### src/rtl/edge_event_ctrl_pkg.sv
// Shared types and constants for the edge-event controller.
package gcd_pack;

    // Per-channel edge qualification mode.
    typedef enum logic [1:0] {
        EDGE_OFF  = 2'b00,
        EDGE_RISE = 2'b01,
        EDGE_FALL = 2'b10,
        EDGE_BOTH = 2'b11
    } edge_mode_t;

    // Fewest synchroniser flops that still give a reasonable MTBF.
    localparam int EDGE_SYNC_MIN = 2;

endpackage

### src/rtl/edge_event_ctrl_chan.sv
// One channel: synchroniser -> optional debounce filter -> edge detector
// -> sticky pending/overflow latch with write-1-to-clear.
module edge_chan
    import gcd_pack::*;
#(
    parameter int SYNC_STAGES = 2,
    parameter int FILTER_LEN  = 0
) (
    input  logic       clk,
    input  logic       rst,
    input  logic       din,
    input  logic [1:0] mode,
    input  logic       clr,
    output logic       edge_pulse,
    output logic       pending,
    output logic       overflow
);

    // A request for fewer stages than the safe minimum is raised to it.
    localparam int STAGES = (SYNC_STAGES < EDGE_SYNC_MIN) ? EDGE_SYNC_MIN : SYNC_STAGES;
    localparam int CNT_W  = (FILTER_LEN > 0) ? $clog2(FILTER_LEN + 1) : 1;

    logic [STAGES-1:0] sync_q, sync_d;
    logic              sync_out;
    logic              filt;
    logic              prev_q, prev_d;
    logic              edge_pulse_q, edge_pulse_d;
    logic              pending_q, pending_d;
    logic              overflow_q, overflow_d;
    logic              rise, fall, qual;
    edge_mode_t        mode_e;

    assign sync_out = sync_q[STAGES-1];

    // Shift the raw input through the synchroniser chain.
    always_comb sync_d = {sync_q[STAGES-2:0], din};

    // Synchroniser register.
    // NOTE: flops use non-blocking assignments so every register samples pre-edge values.
    always_ff @(posedge clk) begin
        if (rst) sync_q <= '0;
        else     sync_q <= sync_d;
    end

    generate
        if (FILTER_LEN == 0) begin : g_bypass
            assign filt = sync_out;
        end else begin : g_filter
            localparam logic [CNT_W-1:0] CNT_LAST = CNT_W'(FILTER_LEN - 1);

            logic             filt_q, filt_d;
            logic [CNT_W-1:0] cnt_q, cnt_d;

            // Accept the synchronised value once it has disagreed for FILTER_LEN cycles.
            always_comb begin
                // NOTE: defaults first, so every path assigns every output and no latch is inferred.
                filt_d = filt_q;
                cnt_d  = '0;
                if (sync_out != filt_q) begin
                    if (cnt_q == CNT_LAST) filt_d = sync_out;
                    else                   cnt_d  = cnt_q + CNT_W'(1);
                end
            end

            // Filter state register; reset discards any count in progress.
            always_ff @(posedge clk) begin
                if (rst) begin
                    filt_q <= 1'b0;
                    cnt_q  <= '0;
                end else begin
                    filt_q <= filt_d;
                    cnt_q  <= cnt_d;
                end
            end

            assign filt = filt_q;
        end
    endgenerate

    // Edge detect, mode qualification and pending/overflow next-state.
    always_comb begin
        mode_e = edge_mode_t'(mode);
        rise   = filt & ~prev_q;
        fall   = ~filt & prev_q;
        qual   = 1'b0;
        case (mode_e)
            EDGE_RISE: qual = rise;
            EDGE_FALL: qual = fall;
            EDGE_BOTH: qual = rise | fall;
            default:   qual = 1'b0;
        endcase

        prev_d       = filt;
        edge_pulse_d = qual;

        // A new edge wins over clr so it is never lost.
        if (qual)     pending_d = 1'b1;
        else if (clr) pending_d = 1'b0;
        else          pending_d = pending_q;

        // clr always empties overflow; an edge on a set flag marks a lost event.
        if (clr)                   overflow_d = 1'b0;
        else if (qual & pending_q) overflow_d = 1'b1;
        else                       overflow_d = overflow_q;
    end

    // Detector and event-flag registers.
    always_ff @(posedge clk) begin
        if (rst) begin
            prev_q       <= 1'b0;
            edge_pulse_q <= 1'b0;
            pending_q    <= 1'b0;
            overflow_q   <= 1'b0;
        end else begin
            prev_q       <= prev_d;
            edge_pulse_q <= edge_pulse_d;
            pending_q    <= pending_d;
            overflow_q   <= overflow_d;
        end
    end

    assign edge_pulse = edge_pulse_q;
    assign pending    = pending_q;
    assign overflow   = overflow_q;

endmodule

### src/rtl/edge_event_ctrl.sv
// Multi-channel edge-event controller: independent channels plus an
// interrupt line that is high while any channel has a pending event.
module edge_event_ctrl #(
    parameter int CHANNELS    = 8,
    parameter int SYNC_STAGES = 2,
    parameter int FILTER_LEN  = 0
) (
    input  logic                  clk,
    input  logic                  rst,
    input  logic [CHANNELS-1:0]   in,
    input  logic [2*CHANNELS-1:0] mode,
    input  logic [CHANNELS-1:0]   clr,
    output logic [CHANNELS-1:0]   edge_pulse,
    output logic [CHANNELS-1:0]   pending,
    output logic [CHANNELS-1:0]   overflow,
    output logic                  irq
);

    for (genvar ch = 0; ch < CHANNELS; ch++) begin : g_chan
        edge_chan #(
            .SYNC_STAGES (SYNC_STAGES),
            .FILTER_LEN  (FILTER_LEN)
        ) u_chan (
            .clk        (clk),
            .rst        (rst),
            .din        (in[ch]),
            .mode       (mode[2*ch+1:2*ch]),
            .clr        (clr[ch]),
            .edge_pulse (edge_pulse[ch]),
            .pending    (pending[ch]),
            .overflow   (overflow[ch])
        );
    end

    // Interrupt is the OR of the registered pending flags.
    always_comb irq = |pending;

endmodule

### config.mk
export PLATFORM = sky130hd
export DESIGN_NAME = edge_event_ctrl
export DESIGN_NICKNAME = d
export VERILOG_FILES = /design/src/rtl/edge_event_ctrl_pkg.sv /design/src/rtl/edge_event_ctrl_chan.sv /design/src/rtl/edge_event_ctrl.sv
export SDC_FILE = /design/constraint.sdc
export NUM_CORES = 1
export LEC_CHECK = 0
export ABC_AREA = 1
export CAP_MARGIN = 20
export CORE_MARGIN = 2
export CORE_UTILIZATION = 53
export CTS_BUF_LIST = sky130_fd_sc_hd__clkbuf_8
export CTS_CLUSTER_DIAMETER = 120
export DETAILED_ROUTE_END_ITERATION = 10
export GPL_TIMING_DRIVEN = 0
export PLACE_DENSITY = 0.87
export SETUP_SLACK_MARGIN = 0.02
export SYNTH_ARGS = -nofsm -noshare
export SYNTH_HDL_FRONTEND = slang
export SYNTH_SLANG_ARGS = --single-unit
### constraint.sdc
create_clock -name clk -period 2.5 [get_ports clk]
set_input_delay 0.25 -clock clk [delete_from_list [all_inputs] [get_ports clk]]
set_output_delay 0.25 -clock clk [all_outputs]
set_load 0.05 [all_outputs]
==> results.json <==
{
  "period_needed_ps": 2050,
  "fmax_mhz": 488,
  "p_per_area_nw_per_um2": 527,
  "finalClockSkew_ps": 3.75,
  "fin_crit_sh": 0.819,
  "grt-ovfl-total": 0,
  "wl_per_cell_um": 9.65,
  "met3WireLength_um": 174,
  "whs_ps": 406,
  "path_max_fanout": 3,
  "io_pins": 59,
  "outcome": "finished clean",
  "die_h_um": 68,
  "fin_area_um2": 2880,
  "first_pass_iters": 4,
  "insertion_delay_ps": 290,
  "cts_buffers": 5,
  "tightest_slew_ps": 523,
  "port_buffers": 58,
  "drtIter0Drc": 49,
  "cts_tree": "done",
  "synth_compound_area_frac": 0.0277,
  "drv_cap": 0,
  "relSlewSlack": 0.650,
  "synth_mux_area_frac": 0,
  "synth_area_um2": 2170,
  "setup_viol": 0,
  "hp-class": "flip-flop to flip-flop",
  "p_leak_nw": 1.57,
  "clockBufferDepth": 2,
  "synth_xor_area_frac": 0,
  "rows": 23,
  "gp_congestion": 0.717,
  "wl_met1_um": 1600,
  "yosysTopAreaCellShare": 0.443,
  "postCtsHoldBufs": 0,
  "slew_violations": 0,
  "synth_top_cell_by_area": "dfxtp_1",
  "path_clk_slew_ps": 80,
  "via_per_inst": 4.40,
  "post_cts_buffers": 0,
  "syn_to_final_growth_pct": 32.8,
  "coreArea_um2": 3970,
  "synth_area_leaders": "dfxtp_1 44%, inv_1 12%, ha_1 9.2%",
  "dp_cells": 387,
  "cts_sinks": 48,
  "synth_fa_ha_area_frac": 0.0922,
  "peakVddDrop_mv": 0.388,
  "syn_nets": 329,
  "grt_start_max_net_pins": 13,
  "cts_resized": 0,
  "synth-seq-cells": 48,
  "drc_errors": 0,
  "diodes": 0,
  "hpwlAfterDp_um": 3000,
  "fill_cells": 321,
  "grt_pass1_vias": 1564,
  "die_w_um": 68,
  "cts_root_buf": "clkbuf_8",
  "synthDistinctLibCells": 14,
  "synthCells": 279,
  "die_area_um2": 4620,
  "cp-start-kind": "flip-flop",
  "yosysWarnings": 0,
  "initial_core_util": 0.547,
  "synth_top_family_by_area": "buffers and inverters",
  "stdcell_count": 392,
  "num_vias": 1726,
  "grt_setup_unrepaired": "no",
  "seq_area_frac_synth": 0.443,
  "detail-route-antenna-nets": 0,
  "wirelength_um": 3780,
  "grt_usage": 0.183,
  "tns_ps": 0,
  "met2_length_um": 1920,
  "top_layer_used": "met4",
  "avgSynthCellArea_um2": 7.78,
  "nNetsFinal": 394,
  "place_area_um2": 2810,
  "grt_pass1_wl_um": 6240,
  "crit_path_end_kind": "output pin",
  "hold_viol_final": 0,
  "crit_type": "flip-flop to output pin",
  "antenna_found_initial": 0,
  "yosys.area_share.simple": 0.216,
  "arrival_ps": 1800,
  "h-tree-depth": 2,
  "drive_above_1_share": 0.117,
  "cp.required_ps": 2250
}
==> power breakdown <==
group | leakage (nW) | total, mW | switching [mW] | internal, mW
registers | 0.394 | 0.816 | 0.0172 | 0.799
logic | 1.14 | 0.300 | 0.161 | 0.140
clock network | 0.0359 | 0.404 | 0.223 | 0.180
total | 1.57 | 1.52 | 0.401 | 1.12
==> critical path, stage by stage, from the launching register on <==
cell             delay, ps
dfxtp_1                340
inv_1                   70
nand4_1                100
or2_2                  280
clkdlybuf4s50_1        720
==> cell usage in the layout, fill, tap and decap left out, types with 2 or more instances in the layout <==
cell              n
clkdlybuf4s50_1  58
inv_1            72
nor2_4            3
clkbuf_8          5
dfxtp_1          48
nor2_1           29
ha_1             16
nand2_1          45
a21o_1            8
buf_4            26
nand2_2           3
nand3_1          24
nand4_1           2
==> Yosys cell counts <==
library cell / number
inv_1: 72
dfxtp_1: 48
nand2_1: 45
nor2_1: 29
buf_4: 26
nand3_1: 24
ha_1: 16
a21o_1: 8
nand2_2: 3
nor2_4: 3
nand4_1: 2
buf_6: 1
inv_2: 1
or2_2: 1
==> per-layer routing <==
metal	GRT usage	vias up
li1	-	917
met4	0.0875	0
met3	0.0510	9
met2	0.331	43
met5	0	-
met1	0.194	757
==> stage by stage <==
stage                util  setup slack (ps)  power [mW]
finish              0.726               452        1.52
global placement    0.709               766        1.13
floorplan               -              1400        1.01
global route        0.726               362        1.59
detailed placement  0.709               749        1.14
CTS                 0.726               427        1.53
==> cell type report <==
class | instances | area, um^2 | share of cell area
Buffer | 27 | 206 | 0.0716
Clock buffer | 5 | 68.8 | 0.0239
Inverter | 73 | 274 | 0.0951
Multi-Input combinational cell | 131 | 729 | 0.253
Sequential cell | 48 | 961 | 0.333
Tap cell | 50 | 62.6 | 0.0217
Timing Repair Buffer | 58 | 581 | 0.201
==> sequential cells by signal, summed over array words and instances (netlist names) <==
register,flops
g_chan.u_chan.sync_q,16
g_chan.u_chan.pending,8
g_chan.u_chan.edge_pulse,8
g_chan.u_chan.overflow,8
g_chan.u_chan.prev_q,8
==> cells by family (layout without fill, tap and decap cells) <==
kind of cell,count (synthesis),count (layout)
AOI/OAI and AO/OA,8,8
DFF,48,48
and+or+nand+nor,107,107
buffers and inverters,100,163
adders and majority gates,16,16
==> worst paths after layout <==
check	from	endpoint	slack (ps)	cells after the start
setup / recovery	g_chan[3].u_chan.pending	irq	450	4
hold / removal	g_chan[3].u_chan.sync_q[0]	g_chan[3].u_chan.sync_q[1]	410	2
setup reg to reg	g_chan[1].u_chan.prev_q	g_chan[1].u_chan.pending	1400	7
hold reg to reg	g_chan[3].u_chan.sync_q[0]	g_chan[3].u_chan.sync_q[1]	410	2
No activity file was read; power rests on OpenSTA's default activity.
